`src/rtl/operand2_encoder.sv`:
```
// operand2_encoder: iterative inverse of the operand-2 immediate expander.
// Finds rot/imm8 (optionally of ~value) testing one candidate per cycle.
module operand2_encoder (
    input  logic        clk,
    input  logic        reset,
    input  logic        start,
    input  logic [31:0] value,
    input  logic        allow_inv,
    output logic        busy,
    output logic        done,
    output logic        found,
    output logic        inverted,
    output logic [3:0]  rot,
    output logic [7:0]  imm8,
    output logic [11:0] encoding
);

    typedef enum logic [1:0] {
        IDLE,
        SEARCH,
        FIN
    } state_t;

    state_t      state_q, state_d;
    logic [4:0]  k_q;
    logic [31:0] val_q;
    logic        inv_q;
    logic        found_q;
    logic        inverted_q;
    logic [3:0]  rot_q;
    logic [7:0]  imm8_q;

    logic [31:0] operand;
    logic [3:0]  r;
    logic [5:0]  sh;
    logic [31:0] rolled;
    logic        match;
    logic        last;
    logic        accept;

    // Candidate under test: k[4] selects ~value, k[3:0] is the rotate.
    always_comb begin
        operand = k_q[4] ? ~val_q : val_q;
        r       = k_q[3:0];
        sh      = {1'b0, r, 1'b0};
        rolled  = (operand << sh) | (operand >> (6'd32 - sh));
        match   = (rolled[31:8] == 24'd0);
        last    = (k_q == 5'd31) || ((k_q == 5'd15) && !inv_q);
    end

    // Next-state: accept in IDLE, stop on first hit or last candidate.
    always_comb begin
        state_d = state_q;
        accept  = 1'b0;
        unique case (state_q)
            IDLE: begin
                if (start) begin
                    accept  = 1'b1;
                    state_d = SEARCH;
                end
            end
            SEARCH: begin
                if (match || last) state_d = FIN;
            end
            FIN:     state_d = IDLE;
            default: state_d = IDLE;
        endcase
    end

    // State register.
    always_ff @(posedge clk or posedge reset) begin
        if (reset) state_q <= IDLE;
        else       state_q <= state_d;
    end

    // Capture request, step k, register result on the way into FIN.
    always_ff @(posedge clk or posedge reset) begin
        if (reset) begin
            k_q        <= 5'd0;
            val_q      <= 32'd0;
            inv_q      <= 1'b0;
            found_q    <= 1'b0;
            inverted_q <= 1'b0;
            rot_q      <= 4'd0;
            imm8_q     <= 8'd0;
        end else if (accept) begin
            k_q        <= 5'd0;
            val_q      <= value;
            inv_q      <= allow_inv;
            found_q    <= 1'b0;
            inverted_q <= 1'b0;
            rot_q      <= 4'd0;
            imm8_q     <= 8'd0;
        end else if (state_q == SEARCH) begin
            if (match) begin
                found_q    <= 1'b1;
                inverted_q <= k_q[4];
                rot_q      <= r;
                imm8_q     <= rolled[7:0];
            end else if (!last) begin
                k_q <= k_q + 5'd1;
            end
        end
    end

    assign busy     = (state_q == SEARCH);
    assign done     = (state_q == FIN);
    assign found    = found_q;
    assign inverted = inverted_q;
    assign rot      = rot_q;
    assign imm8     = imm8_q;
    assign encoding = {rot_q, imm8_q};

endmodule

```
`config.mk`:
```
export PLATFORM = sky130hd
export DESIGN_NAME = operand2_encoder
export DESIGN_NICKNAME = d
export VERILOG_FILES = /design/src/rtl/operand2_encoder.sv
export SDC_FILE = /design/constraint.sdc
export NUM_CORES = 1
export LEC_CHECK = 0
export CAP_MARGIN = 20
export CORE_MARGIN = 5
export CORE_UTILIZATION = 49
export CTS_CLUSTER_SIZE = 14
export DETAILED_ROUTE_END_ITERATION = 12
export DONT_BUFFER_PORTS = 1
export GPL_ROUTABILITY_DRIVEN = 0
export SYNTH_ARGS = -nofsm -noshare
export SYNTH_HDL_FRONTEND = slang
export SYNTH_SLANG_ARGS = --single-unit
```
`constraint.sdc`:
```
create_clock -name clk -period 9 [get_ports clk]
set_input_delay 2.7 -clock clk [delete_from_list [all_inputs] [get_ports clk]]
set_output_delay 2.7 -clock clk [all_outputs]
set_load 0.01 [all_outputs]
```
==> results of run 1 <==
[worst max-delay path, delay by kind of cell (launching register included)]
family,cells,cell delay [ps]
flip-flops,1,850
buffers and inverters,3,1420
AO/OA/AOI/OAI,1,380
adder cells (fa/ha/maj),1,360
AND/OR/NAND/NOR,2,750
XOR/XNOR,1,160
multiplexers,3,910
[synthesized netlist by cell type (all sizes together) (3+ instances only)]
library cell  count
or3               9
mux4             16
ha                4
nand3            15
nor3             18
a2bb2oi           6
nand2b            4
xnor2            21
a221oi            5
nand2           156
and3              6
inv               9
or2              10
o22ai             4
a31oi             7
xor2              3
dfrtp            54
nor4              4
nor2b             7
buf              34
o211ai            3
o221ai            4
a211oi            6
o21ai            23
nand4             5
a21oi            15
o31a              4
and2              5
a222oi            3
mux2             20
clkbuf           42
mux2i            55
o21a              3
nor2             30
[sequential cells by signal, indices dropped and copies added (netlist names)]
name,flops
found,1
imm8,8
inv_q,1
inverted,1
k_q,5
rot,4
state_q,2
val_q,32
[placed cells by master (no fill, tap or decap), types with 5 or more instances in the layout]
cell,instances
sky130_fd_sc_hd__nor2b_1,7
sky130_fd_sc_hd__inv_1,8
sky130_fd_sc_hd__clkbuf_8,5
sky130_fd_sc_hd__a2bb2oi_1,6
sky130_fd_sc_hd__a221oi_1,5
sky130_fd_sc_hd__a211oi_1,5
sky130_fd_sc_hd__xnor2_1,20
sky130_fd_sc_hd__nor3_1,17
sky130_fd_sc_hd__mux4_2,16
sky130_fd_sc_hd__or2_2,5
sky130_fd_sc_hd__nand3_1,15
sky130_fd_sc_hd__a21oi_1,15
sky130_fd_sc_hd__nor2_1,30
sky130_fd_sc_hd__or3_1,9
sky130_fd_sc_hd__buf_4,8
sky130_fd_sc_hd__mux2i_1,55
sky130_fd_sc_hd__and2_1,5
sky130_fd_sc_hd__a31oi_1,7
sky130_fd_sc_hd__and3_1,6
sky130_fd_sc_hd__o21ai_0,22
sky130_fd_sc_hd__mux2_2,19
sky130_fd_sc_hd__nand2_1,156
sky130_fd_sc_hd__nand4_1,5
sky130_fd_sc_hd__dfrtp_1,52
[metal layers]
| metal | routed length [um] | up-vias |
|---|---|---|
| met5 | 0 | - |
| met4 | 257 | 0 |
| met3 | 832 | 17 |
| met2 | 6280 | 163 |
| met1 | 6360 | 2117 |
| li1 | - | 2141 |
[power by group through the flow]
stage | Clock (uW) | Sequential (uW) | Combinational, uW
after floorplan | 0 | 384 | 1540
after global placement | 0 | 561 | 1680
after detailed placement | 0 | 569 | 1690
after CTS | 148 | 564 | 1700
after global routing | 155 | 595 | 1890
final | 141 | 567 | 1720
[final cells by class]
type                            instances  share of cell area, %
Clock buffer                            5                   1.33
Clock inverter                          3                  0.411
Inverter                               10                  0.725
Multi-Input combinational cell        504                   66.9
Sequential cell                        54                   26.2
Tap cell                              136                   3.29
Timing Repair Buffer                    8                   1.16
[how the worst max path moves through the flow]
stage / startpoint / end / cells after the start
3_5_place_dp: k_q[1] / imm8[4] / 11
4_1_cts: k_q[1] / imm8[4] / 11
3_3_place_gp: k_q[0] / rot[0] / 11
6_report: k_q[1] / rot[2] / 11
2_1_floorplan: reset / found / 1
5_1_grt: k_q[1] / imm8[6] / 11
[cell families after synthesis]
logic type	count (synthesis)
adder cells (fa/ha/maj)	4
buffers and inverters	86
multiplexers	91
AO/OA/AOI/OAI	105
flip-flops	54
AND/OR/NAND/NOR	280
XOR/XNOR	24
[per-stage QoR]
| stage | setup slack (ps) | utilization [%] | area [um^2] |
|---|---|---|---|
| 6_report | 4070 | 49.7 | 5180 |
| 2_1_floorplan | 4990 | - | 5260 |
| 4_1_cts | 4130 | 49.7 | 5180 |
| 3_3_place_gp | 4400 | 48.8 | 5090 |
| 5_1_grt | 3740 | 49.7 | 5180 |
| 3_5_place_dp | 4210 | 48.8 | 5090 |
==> metrics.log, run 1 <==
INFO  metric holdBufCountCts = 0
INFO  metric post_synthesis_compound_gate_area_fraction = between 10 and 15%
INFO  metric total_power_consumption = about 2400 uW
INFO  metric post_synth_xor_area_fraction = approximately 4.5%
INFO  metric holdPathEnd = inv_q
INFO  metric power.internal = roughly 1100 uW
INFO  metric area_growth_syn_to_layout = -1.57%
INFO  metric num_rows = 37
INFO  metric final.setup_skew = about 10 ps
INFO  metric grtUsageMet3 = between 2 and 3%
INFO  metric cts-root-buf = sky130_fd_sc_hd__clkbuf_8
INFO  metric regArea = 1360 um^2
INFO  metric yosysUniqueCellTypes = 72
INFO  metric slew_at_the_pin_with_the_worst_max_slew_slack = about 900 ps
INFO  metric mapped_nets = between 600 and 700
INFO  metric clk_pin_slew_worst_paths = approximately 100 ps
INFO  metric final_max_slew_viol_count = 0
INFO  metric drc_errors = 0
INFO  metric final_period_minus_worst_setup_slack = between 4000 and 5000 ps
INFO  metric ios = 64
INFO  metric vias = 4,438
INFO  metric synthSimpleGateAreaFrac = roughly a quarter
INFO  metric finalHoldViolCount = 0
INFO  metric critPathRequiredTime = just over 9000 ps
INFO  metric globalRouteTotalUtil = ~22%
INFO  metric fin_crit_sh = between 50% and 60%
INFO  metric cts_setup_buffers = 0
INFO  metric synth_mux_area_share = a little over a fifth
INFO  metric final_cells = 720
INFO  metric r2r_cells = 11
INFO  metric globalRouteOverflowTotal = 0
INFO  metric synth.cell_area = between 5000 and 6000 um^2
INFO  metric post_cts_resized = 0
INFO  metric layout-drive-gt1-share = 11.8%
INFO  metric multi_input_comb_area = ~3500 um^2
INFO  metric grt_pass1_vias = 4,219
INFO  metric setup_viol_count_final = 0
INFO  metric drtAntennaViolNets = 0
INFO  metric netlist_top_cells_area = sky130_fd_sc_hd__dfrtp_1, sky130_fd_sc_hd__nand2_1, sky130_fd_sc_hd__mux2i_1
INFO  metric holdWs = ~530 ps
INFO  metric fmax = 203 MHz
INFO  metric max_slew_margin = between 40% and 50%
INFO  metric cp-end-kind = register
INFO  metric clock_tree.htree_level_count = 2
INFO  metric num-fill-cells = 1,031
INFO  metric seqPwrFrac = a little under a quarter
INFO  metric postSynthAreaPerCell = between 8 and 9 um^2
INFO  metric numCtsBuffers = 5
INFO  metric r2r_slack = between 4000 and 5000 ps
INFO  metric synthArstFlopShare = 100%
INFO  metric peakVddDrop = between 150 and 200 uV
INFO  metric hold-path-cell-count = 2
INFO  metric timing.setup.tns = 0 ps
INFO  metric cpMostUsedCell = sky130_fd_sc_hd__mux2i_1
INFO  metric holdCritStartpoint = inv_q
INFO  metric design.core.area = 10,400 um^2
INFO  metric start_util = between 50 and 60%
INFO  metric post_detailed_route_via_to_cell_ratio = around 6.2
INFO  metric grtUsageMet2 = roughly 34%
INFO  metric maxCapViolations = 0
INFO  metric grt_setup_unrepaired = no
INFO  metric synth-main-ff-cell = sky130_fd_sc_hd__dfrtp_1
INFO  metric dr.first_iter.drc_count = 333
INFO  metric fp.dieArea = 12,900 um^2
INFO  metric drt_first_pass_iters = 5
INFO  metric avgRoutedWirePerCell = 19.1 um
INFO  metric ys_seq_area_share = 25.7%
INFO  metric layout.nets = ~620
INFO  metric first_pass_grt_wire_length = about 23,000 um
INFO  metric timing.critical_path.slowest_stage_cell = sky130_fd_sc_hd__dfrtp_1
INFO  metric r2r-start = k_q[1]
INFO  metric die_width = 114 um
INFO  metric p_leak = around 0.0022 uW
INFO  metric path_cells = inv_1, ha_1, buf_4, clkinv_1, mux2i_1, xnor2_1, mux2_2, nand3_1, o31a_1, nor3_4, mux2i_1
INFO  metric clock_tree_from_tritoncts = yes
INFO  metric power.density_cell_area = roughly 470 nW/um^2
INFO  metric switching_share_of_power = 53.0%
INFO  metric timing.setup.critical_path_class = reg2reg
INFO  metric cpPeakStageDelay = 850 ps
INFO  metric diodes = 0
INFO  metric synthDominantAreaCellType = sky130_fd_sc_hd__dfrtp_1
INFO  metric synth.top_cell.area_share = 25.7%
INFO  metric post-dp-hpwl = 9530 um
INFO  metric totalWireLength = between 10,000 and 15,000 um
INFO  metric timing.hold.worst.class = reg2reg
INFO  metric critPathArrivalTime = between 5000 and 6000 ps
INFO  metric insertion_delay = between 300 and 400 ps
INFO  metric number_of_enable_type_register_cells_in_the_synthesized_netlist = 0
INFO  metric switchingPower = around 1300 uW
INFO  metric startpoint_types = register
INFO  metric post_synth_inst_count = ~640
INFO  metric cts.sinks = 54
INFO  metric reg2reg_to = rot[2]
INFO  metric main_combinational_cell_family_by_area_after_synthesis = simple AND/OR/NAND/NOR gates
INFO  metric outcome = completed
INFO  metric power.combinational.fraction = between 70 and 80%
INFO  metric post_synth_fa_ha_maj_area_fraction = less than 1%
INFO  metric yosysWarningCount = 0
INFO  metric maximum_number_of_pins_on_one_net_before_global_route_repair = 71
INFO  metric grtUsageMet1 = roughly a third
INFO  metric ys_seq_elements = 54
INFO  metric power.share.clock = about 5.8%
INFO  metric crit_fanout = 37
INFO  metric global_route.peak_usage_layer = met2
INFO  metric die-height = between 100 and 150 um
INFO  metric dp_cells = approximately 700
INFO  metric port_buffers = 0
INFO  metric antenna_violations_before_repair = 0
INFO  metric cts.path.max_buffers = 2
No activity file was read; power rests on OpenSTA's default activity.
==> inputs of run 2 (changes only) <==
==> constraint.sdc (replaced) <==
create_clock -name clk -period 5.05 [get_ports clk]
set_input_delay 1.515 -clock clk [delete_from_list [all_inputs] [get_ports clk]]
set_output_delay 1.515 -clock clk [all_outputs]
set_load 0.01 [all_outputs]
==> run 2 against run 1 <==
Net effect:
- clock power grew 120%
- highest routed layer unchanged
- via count grew 1.2%
- critical path depth is the same
- count of clock-buffer cells in the layout is the same
==> metrics.log, run 2 (synthesis gave the netlist of run 1 again) <==
INFO  metric finalHoldViolCount = 0 (unchanged)
INFO  metric r2r_slack = 1020 ps (-3060 ps)
INFO  metric max_slew_margin = 43.7% (+3.2 points)
INFO  metric grtUsageMet1 = 30.4% (-1.2 points)
INFO  metric registers.top_by_ff_count = val_q
INFO  metric final_period_minus_worst_setup_slack = 4030 ps (-892 ps)
INFO  metric clock_tree.htree_level_count = 2 (unchanged)
INFO  metric cpPeakStageDelay = 700 ps (-150 ps)
INFO  metric grtUsageMet2 = 35.5% (+1.9 points)
INFO  metric maxCapViolations = 0 (unchanged)
INFO  metric timing.critical_path.slowest_stage_cell = sky130_fd_sc_hd__dfrtp_4
INFO  metric setup_slack_after_placement = 1090 ps (-3120 ps)
INFO  metric drc_errors = 0 (unchanged)
INFO  metric timing.hold.worst.class = reg2reg
INFO  metric fmax = 248 MHz (+22%)
INFO  metric totalWireLength = 13,900 um (+1.2%)
INFO  metric final_common_cell = sky130_fd_sc_hd__nand2_1
INFO  metric grtUsageMet3 = 3.34% (+0.69 points)
INFO  metric critPathRequiredTime = 5300 ps (-3950 ps)
INFO  metric critPathArrivalTime = 4290 ps (-890 ps)
INFO  metric clk_pin_slew_worst_paths = 110 ps (about the same)
INFO  metric cts-root-buf = sky130_fd_sc_hd__clkbuf_8
INFO  metric layout-drive-gt1-share = 12.6% (+0.75 points)
INFO  metric timing.final.ws_setup = 1020 ps (-3060 ps)
INFO  metric r2r-start = k_q[0]
INFO  metric area_growth_syn_to_layout = -0.333%
INFO  metric startpoint_types = register
INFO  metric outcome = completed
INFO  metric dr.first_iter.drc_count = 397 (+19%)
INFO  metric global_route.peak_usage_layer = met2
INFO  metric avgRoutedWirePerCell = 19.2 um (+0.55%)
INFO  metric drtAntennaViolNets = 0 (unchanged)
INFO  metric port_buffers = 0 (unchanged)
INFO  metric layout.nets = 628 (+0.80%)
INFO  metric antenna_violations_before_repair = 0 (unchanged)
INFO  metric final.setup_skew = 14.2 ps (+4.00 ps)
INFO  metric diodes = 0 (unchanged)
INFO  metric r2r_cells = 11 (unchanged)
INFO  metric fp.dieArea = 12,900 um^2 (unchanged)
INFO  metric first_pass_grt_wire_length = 23,300 um (+3.4%)
INFO  metric holdWs = 515 ps (-18.1 ps)
INFO  metric drt_first_pass_iters = 5 (unchanged)
INFO  metric num_rows = 37 (unchanged)
INFO  metric die_width = 114 um (unchanged)
INFO  metric cts.path.max_buffers = 2 (unchanged)
INFO  metric holdPathEnd = inv_q
INFO  metric die-height = 114 um (unchanged)
INFO  metric timing.setup.tns = 0 ps (unchanged)
INFO  metric insertion_delay = 330 ps (about the same)
INFO  metric start_util = 50.5% (unchanged)
INFO  metric post_cts_resized = 0 (unchanged)
INFO  metric hold-path-cell-count = 2 (unchanged)
INFO  metric numCtsBuffers = 5 (unchanged)
INFO  metric globalRouteTotalUtil = 22.2% (+0.56 points)
INFO  metric cpMostUsedCell = sky130_fd_sc_hd__mux2i_1
INFO  metric globalRouteOverflowTotal = 0 (unchanged)
INFO  metric number_of_flip_flops_under_the_largest_register_name = 32 (unchanged)
INFO  metric final_design_area_excluding_fillers = 5240 um^2 (+1.3%)
INFO  metric place_area = 5120 um^2 (+0.74%)
INFO  metric clock_tree_from_tritoncts = yes
INFO  metric p_leak = 0.00223 uW (+1.7%)
INFO  metric regArea = 1360 um^2 (unchanged)
INFO  metric critPathTopFamily = simple AND/OR/NAND/NOR gates
INFO  metric cts.sinks = 54 (unchanged)
INFO  metric crit_fanout = 36 (-2.7%)
INFO  metric fin_crit_sh = 79.9% (+25 points)
INFO  metric setup_viol_count_final = 0 (unchanged)
INFO  metric cts_setup_buffers = 0 (unchanged)
INFO  metric design.core.area = 10,400 um^2 (unchanged)
INFO  metric post_detailed_route_via_to_cell_ratio = 6.19 (+0.47%)
INFO  metric timing.setup.critical_path_class = reg2reg
INFO  metric grt_setup_unrepaired = no
INFO  metric path_cells = inv_1, ha_1, buf_4, or3b_2, mux2i_1, o21ai_0, o22ai_1, a21oi_1, o31a_1, nor3_4, mux2i_1
INFO  metric peakVddDrop = 337 uV (+120%)
INFO  metric post-dp-hpwl = 9990 um (+4.8%)
INFO  metric layout.cells.most_common_list = sky130_fd_sc_hd__nand2_1, sky130_fd_sc_hd__mux2i_1, sky130_fd_sc_hd__dfrtp_1
INFO  metric final_max_slew_viol_count = 0 (unchanged)
INFO  metric cp-end-kind = register
INFO  metric multi_input_comb_area = 3460 um^2 (unchanged)
INFO  metric grt_pass1_vias = 4,475 (+6.1%)
INFO  metric ios = 64 (unchanged)
INFO  metric slew_at_the_pin_with_the_worst_max_slew_slack = 841 ps (-47.5 ps)
INFO  metric holdCritStartpoint = inv_q
INFO  metric power.density_cell_area = 844 nW/um^2 (+80%)
INFO  metric reg2reg_to = imm8[5]
INFO  metric holdBufCountCts = 0 (unchanged)
INFO  metric vias = 4,490 (+1.2%)
INFO  metric critical_path.n_buffers_inverters = 2 (-1)
INFO  metric maximum_number_of_pins_on_one_net_before_global_route_repair = 67 (-5.6%)
INFO  metric num-fill-cells = 1,036 (+0.48%)
[run 2: worst max-delay path by stage]
stage | from | cells after the start | slack, ps | end
final | k_q[0] | 11 | 1020 | imm8[5]
after global routing | k_q[0] | 11 | 810 | rot[1]
after CTS | k_q[0] | 11 | 1030 | imm8[5]
after detailed placement | k_q[0] | 11 | 1090 | imm8[5]
after global placement | k_q[0] | 11 | 1210 | rot[2]
after floorplan | k_q[1] | 14 | 1710 | inverted
[run 2: area by class of cell]
| type | count | area share [%] |
|---|---|---|
| clock buffers | 5 | 1.31 |
| inverters | 10 | 0.716 |
| well taps | 136 | 3.25 |
| clock inverters | 3 | 0.931 |
| flip-flops and latches | 54 | 25.9 |
| multi-input cells | 504 | 66.1 |
| repair buffers | 13 | 1.86 |
[run 2: worst register-to-register path: cells and delay by family (launching register included)]
family	cells	cell delay, ps
and+or+nand+nor	2	1170
AOI/OAI and AO/OA	4	780
DFF	1	700
buffers and inverters	2	510
muxes	2	480
adders and majority gates	1	320
[run 2: through the flow]
step / power [uW] / cells / util [%]
final: 4420 / 725 / 50.3
after global routing: 4800 / 725 / 50.3
after CTS: 4400 / 725 / 50.3
after detailed placement: 4070 / 717 / 49.2
after global placement: 4030 / 717 / 49.2
after floorplan: 3430 / 644 / -
[run 2: metal layers]
metal  wire length (um)  up-vias  part of all wire [%]
li1                   -     2158                     -
met1               6460     2145                    47
met2               6360      158                    46
met3                706       29                   5.1
met4                363        0                   2.6
met5                  0        -                     0
[run 2: power by group]
group / internal (uW) / switching, uW / total, uW
Clock: 151 / 159 / 311
Combinational: 1380 / 1730 / 3110
Sequential: 582 / 421 / 1000
==> edit 1, RTL diff (config.mk and constraints of run 2) <==
Reset style: synchronous (`reset`), changed in 2 clocked blocks.
--- a/src/rtl/operand2_encoder.sv
+++ b/src/rtl/operand2_encoder.sv
@@ -70,3 +70,3 @@
     // State register.
-    always_ff @(posedge clk or posedge reset) begin
+    always_ff @(posedge clk) begin
         if (reset) state_q <= IDLE;
@@ -76,3 +76,3 @@
     // Capture request, step k, register result on the way into FIN.
-    always_ff @(posedge clk or posedge reset) begin
+    always_ff @(posedge clk) begin
         if (reset) begin
Formal check against the unedited RTL: differs if reset is asserted again (counterexample within 4 cycles, from zero or initial values and one cycle with reset high); with reset held inactive, the same outputs for 10 cycles.
==> edit 1 against run 2 <==
Design area decreased by 13%; critical path type unchanged; sequential cell count unchanged; wire length decreased by 15%; fmax decreased by 13%; worst hold slack got worse by 57 ps; setup slack got worse by 590 ps; synthesized area decreased by 13%.
Power is left out: it rests on default switching activity, and per cell area and clock period it moved more than threefold.
==> edit 1: results (changes against run 2) <==
Parameter                              Value

Status
  Run status ... complete, no violations

Clocking
  Number of buffers inserted by post-CTS setup repair ... 0 (unchanged)
  Later-pin clock latency in the skew report ... 310 ps (-20 ps)
  Number of instances resized during post-cts repair ... 0 (unchanged)
  Clock transition at path regs ... 100 ps
  Clk buf depth ... 2 (unchanged)
  TritonCTS Buffers ... 5 (unchanged)
  Buffer type at the clock tree root ... sky130_fd_sc_hd__clkbuf_8
  Number of H-tree levels ... 2 (unchanged)

Routing
  Number of detailed-routing iterations run before antenna repair ... 6 (+1)
  Routed wire length ... 11700 um (-15%)
  Via-per-instance ratio ... 6.19 (about the same)
  Iter 0 DRT Violations ... 331 (-17%)

Global route
  Wire length of the first global-routing pass ... 19700 um (-15%)
  Antenna violations before repair ... 0 (unchanged)
  Maximum number of pins on one net before global-route repair ... 65 (-3.0%)
  Overall fraction of global-route tracks in use ... 0.207 (-0.0145)
  Vias in the first global route ... 3854 (-14%)

Worst hold path
  Hold/Removal Path Class ... reg -> reg
  Depth of the worst hold-timing path ... 2 (unchanged)
  Hold path startpoint ... inv_q$_SDFFE_PP0P_
  WHS Endpoint ... inv_q$_SDFFE_PP0P_

Final layout
  Number of flip-flops in the largest register ... 32 (unchanged)
  Share of final-layout standard cells stronger than drive strength 1 ... 0.0676 (-0.0580)
  Number of antenna cells inserted ... 0 (unchanged)
  Largest Register ... val_q
  Fillers ... 943 (-9.0%)
  # nets final ... 601 (-4.3%)

STA
  Largest clock skew in the final design ... 10.4 ps (-3.73 ps)
  Worst-Margin Slew ... 1070 ps (+230 ps)
  Worst hold margin ... 458 ps (-56.9 ps)
  Count of endpoints failing hold in the final timing report ... 0 (unchanged)

Worst setup path
  Worst path slowest cell ... sky130_fd_sc_hd__ha_1
  Endpoint of the lowest-slack register-to-register path ... state_q[0]$_SDFFE_PP0P_
  Worst Reg-to-Reg Cells ... 11 (unchanged)
  CP max FO ... 28 (-22%)
  Longest individual stage delay on the worst path ... 1050 ps (+350 ps)
  Start of the worst register-to-register path ... k_q[1]$_SDFFE_PP0P_
  Setup slack, reg-to-reg ... 420 ps (-590 ps)

Place
  Placed Instance Area ... 4420 um^2 (-14%)
  Port bufs ... 0 (unchanged)
  HPWL Detailed ... 8500 um (-15%)

Logic synthesis
  Number of warnings printed during yosys synthesis ... 0 (unchanged)
  Leading post-synthesis cells by instance count ... sky130_fd_sc_hd__nand2_1 (117), sky130_fd_sc_hd__a21oi_1 (62), sky130_fd_sc_hd__mux2i_1 (56)
  Post-synthesis async set-or-reset flop share ... 0 (-1.00)
  Most instantiated flip-flop cell in the synthesis netlist ... sky130_fd_sc_hd__dfxtp_1
  Sequential fraction of the synthesis area ... 0.235 (-0.0217)
  Synth cell types ... 61 (-15%)
  Cells taking the most area after synthesis ... sky130_fd_sc_hd__dfxtp_1 (24%), sky130_fd_sc_hd__mux2i_1 (12%), sky130_fd_sc_hd__nand2_1 (9.6%)
  Post-synthesis net count ... 651 (-4.8%)
==> edit 1: cells by family (layout without fill, tap and decap cells) <==
group | Yosys count | in the layout | share of synthesized area
flops | 54 | 54 | 0.235
buf+inv | 74 | 25 | 0.0909
xor+xnor | 33 | 33 | 0.0629
compound gates | 140 | 140 | 0.186
fa+ha+maj | 4 | 4 | 0.0109
simple gates | 238 | 238 | 0.239
mux | 68 | 68 | 0.175
==> edit 1: worst max-delay path, delay by kind of cell, from the launching register on <==
kind,cells,cell delay [ps]
multiplexers,2,570
AND/OR/NAND/NOR,2,900
buffers and inverters,1,220
flip-flops,1,650
adder cells (fa/ha/maj),1,1050
AO/OA/AOI/OAI,5,1120
==> edit 1: final cells by class <==
class / instances / area [um^2] / area share
multi-input cells: 483 / 3100 / 0.680
flip-flops and latches: 54 / 1080 / 0.238
well taps: 111 / 139 / 0.0304
repair buffers: 11 / 103 / 0.0225
clock buffers: 6 / 72.6 / 0.0159
clock inverters: 2 / 37.5 / 0.00823
inverters: 6 / 22.5 / 0.00494
==> edit 1: metal layers <==
| metal | up-vias | global-route usage | wire [um] |
|---|---|---|---|
| met5 | - | 0 | 0 |
| li1 | 2072 | - | - |
| met4 | 0 | 0.0466 | 188 |
| met3 | 20 | 0.0325 | 661 |
| met2 | 135 | 0.340 | 5440 |
| met1 | 1940 | 0.287 | 5460 |
==> edit 1: worst max-delay path by stage <==
stage | start | endpoint | slack, ps | depth (start not counted)
3_3_place_gp | k_q[1]$_SDFFE_PP0P_ | state_q[0]$_SDFFE_PP0P_ | 650 | 11
5_1_grt | k_q[1]$_SDFFE_PP0P_ | state_q[0]$_SDFFE_PP0P_ | 40 | 11
4_1_cts | k_q[1]$_SDFFE_PP0P_ | state_q[0]$_SDFFE_PP0P_ | 450 | 11
3_5_place_dp | k_q[1]$_SDFFE_PP0P_ | state_q[0]$_SDFFE_PP0P_ | 490 | 11
2_1_floorplan | k_q[0]$_SDFFE_PP0P_ | imm8[4]$_SDFFE_PP0P_ | 1660 | 18
6_report | k_q[1]$_SDFFE_PP0P_ | state_q[0]$_SDFFE_PP0P_ | 420 | 11
==> edit 1: per-stage QoR <==
stage               std cells  setup slack, ps
floorplan                 611             1660
global placement          664              651
detailed placement        664              487
CTS                       672              445
global route              673             37.3
finish                    673              422
==> edit 2, RTL diff (settings of run 2) <==
Without the edit above. Register the inputs `start`, `value` and `allow_inv` before use. The logic sees them one clock later. Comments in the files are not updated.
--- a/src/rtl/operand2_encoder.sv
+++ b/src/rtl/operand2_encoder.sv
@@ -22,2 +22,12 @@
     } state_t;
+
+    logic start_q;
+    logic [31:0] value_q;
+    logic allow_inv_q;
+
+    always_ff @(posedge clk) begin
+        start_q     <= start;
+        value_q     <= value;
+        allow_inv_q <= allow_inv;
+    end
 
@@ -56,3 +66,3 @@
             IDLE: begin
-                if (start) begin
+                if (start_q) begin
                     accept  = 1'b1;
@@ -87,4 +97,4 @@
             k_q        <= 5'd0;
-            val_q      <= value;
-            inv_q      <= allow_inv;
+            val_q      <= value_q;
+            inv_q      <= allow_inv_q;
             found_q    <= 1'b0;
Behaviour: not the same (a bounded check fails within 4 cycles, from zero or initial values and one cycle with reset high).
==> edit 2 against run 2 <==
Synthesized cell count grew 10%; count of clock-buffer cells in the layout grew 5; wire length grew 15%; design area grew 20%; critical endpoint is now k_q[3]$_DFFE_PP0P_; largest cell class unchanged; sequential cell count grew 34; critical path depth is the same; critical path type unchanged; synthesized area grew 16%; non-clock buffer count grew 4; setup slack gained 230 ps; total power grew 15%; fmax grew 6.2%; via count grew 15%.
==> edit 2: results (changes against run 2) <==
Parameter                              Value

Status
  Run status ... complete, no violations

Clocking
  Buffer type at the clock tree root ... sky130_fd_sc_hd__clkbuf_16
  Clock transition at path regs ... 70 ps (-40 ps)
  TritonCTS Buffers ... 9 (+4)
  Later-pin clock latency in the skew report ... 350 ps (+20 ps)
  Clk buf depth ... 2 (unchanged)
  Number of H-tree levels ... 3 (+1)

Logic synthesis
  Synth cell types ... 76 (+5.6%)
  Post-synthesis net count ... 751 (+9.8%)
  Sequential fraction of the synthesis area ... 0.332 (+0.0750)
  Post-synthesis async set-or-reset flop share ... 0.614 (-0.386)
  Mapped Cells ... 711 (+10%)
  Leading post-synthesis cells by instance count ... sky130_fd_sc_hd__nand2_1 (147), sky130_fd_sc_hd__dfrtp_1 (54), sky130_fd_sc_hd__mux2i_1 (42)
  Cells taking the most area after synthesis ... sky130_fd_sc_hd__dfrtp_1 (22%), sky130_fd_sc_hd__dfxtp_1 (11%), sky130_fd_sc_hd__nand2_1 (9.0%)

Worst setup path
  CP max FO ... 28 (-22%)
  Start of the worst register-to-register path ... k_q[1]$_DFFE_PP0P_
  Worst path slowest cell ... sky130_fd_sc_hd__ha_2
  Endpoint of the lowest-slack register-to-register path ... k_q[3]$_DFFE_PP0P_
  Longest individual stage delay on the worst path ... 720 ps (+20 ps)
  Data arrival at the endpoint of the critical path ... 4070 ps (-220 ps)

STA
  Largest clock skew in the final design ... 7.44 ps (-6.71 ps)
  Worst path setup slack after routing ... 1250 ps (+234 ps)
  Worst-Margin Slew ... 743 ps (-97.5 ps)

Place
  HPWL Detailed ... 10900 um (+9.6%)
  Placed Cells incl. Taps ... 805 (+12%)
  Placed Instance Area ... 5970 um^2 (+17%)

Power and ir drop
  Maximum vdd drop ... 0.000287 V (-15%)
  Leakage power ... 2.49 nW (+12%)
  Switching share of power ... 0.493 (-0.0289)

Routing
  Iter 0 DRT Violations ... 482 (+21%)
  Via-per-instance ratio ... 6.31 (+1.8%)

Final layout
  Synthesis-to-finish area growth ... 2.53%
  Final cell count without fillers ... 821 (+13%)
  # nets final ... 688 (+9.6%)
  Number of antenna cells inserted ... 0 (unchanged)

Global route
  Wire length of the first global-routing pass ... 26400 um (+13%)
  Overall fraction of global-route tracks in use ... 0.225 (+0.00361)
  Maximum number of pins on one net before global-route repair ... 64 (-4.5%)

Worst hold path
  WHS Endpoint ... val_q[0]$_DFFE_PP0P_
edit 2: how the worst max path moves through the flow:
stage	to	startpoint	slack, ps
after floorplan	k_q[3]$_DFFE_PP0P_	k_q[0]$_DFFE_PP0P_	1340
after global placement	k_q[3]$_DFFE_PP0P_	k_q[1]$_DFFE_PP0P_	1420
after detailed placement	k_q[3]$_DFFE_PP0P_	k_q[1]$_DFFE_PP0P_	1330
after CTS	k_q[3]$_DFFE_PP0P_	k_q[1]$_DFFE_PP0P_	1290
after global routing	k_q[3]$_DFFE_PP0P_	k_q[1]$_DFFE_PP0P_	1050
final	k_q[3]$_DFFE_PP0P_	k_q[1]$_DFFE_PP0P_	1250
edit 2: power by group through the flow:
stage	Clock (mW)	Sequential, mW	Combinational, mW
2_1_floorplan	0	0.946	2.74
5_1_grt	0.736	1.36	3.37
3_3_place_gp	0	1.31	2.98
6_report	0.680	1.31	3.09
3_5_place_dp	0	1.31	3.03
4_1_cts	0.701	1.30	3.05
edit 2: cells by family after synthesis:
kind of cell               count (synthesis)  share of synthesized area
buffers and inverters                     99                     0.0856
adders and majority gates                  4                    0.00818
AOI/OAI and AO/OA                        142                      0.160
DFF                                       88                      0.332
xor gates and xnor gates                  25                     0.0370
muxes                                     67                      0.151
and+or+nand+nor                          286                      0.226
edit 2: routing by layer:
layer / GRT usage / share of wire / vias up
met5: 0 / 0 / -
met4: 0.0854 / 0.025 / 0
met3: 0.0664 / 0.077 / 31
met2: 0.325 / 0.44 / 218
met1: 0.319 / 0.46 / 2518
li1: - / - / 2411
edit 2: area by class of cell:
cell class	instances	area share
clock buffer	10	0.0365
clock inverter	6	0.0120
inverter	8	0.00478
multi-input combinational	524	0.568
sequential	88	0.325
tap	168	0.0335
timing repair buffer	17	0.0203
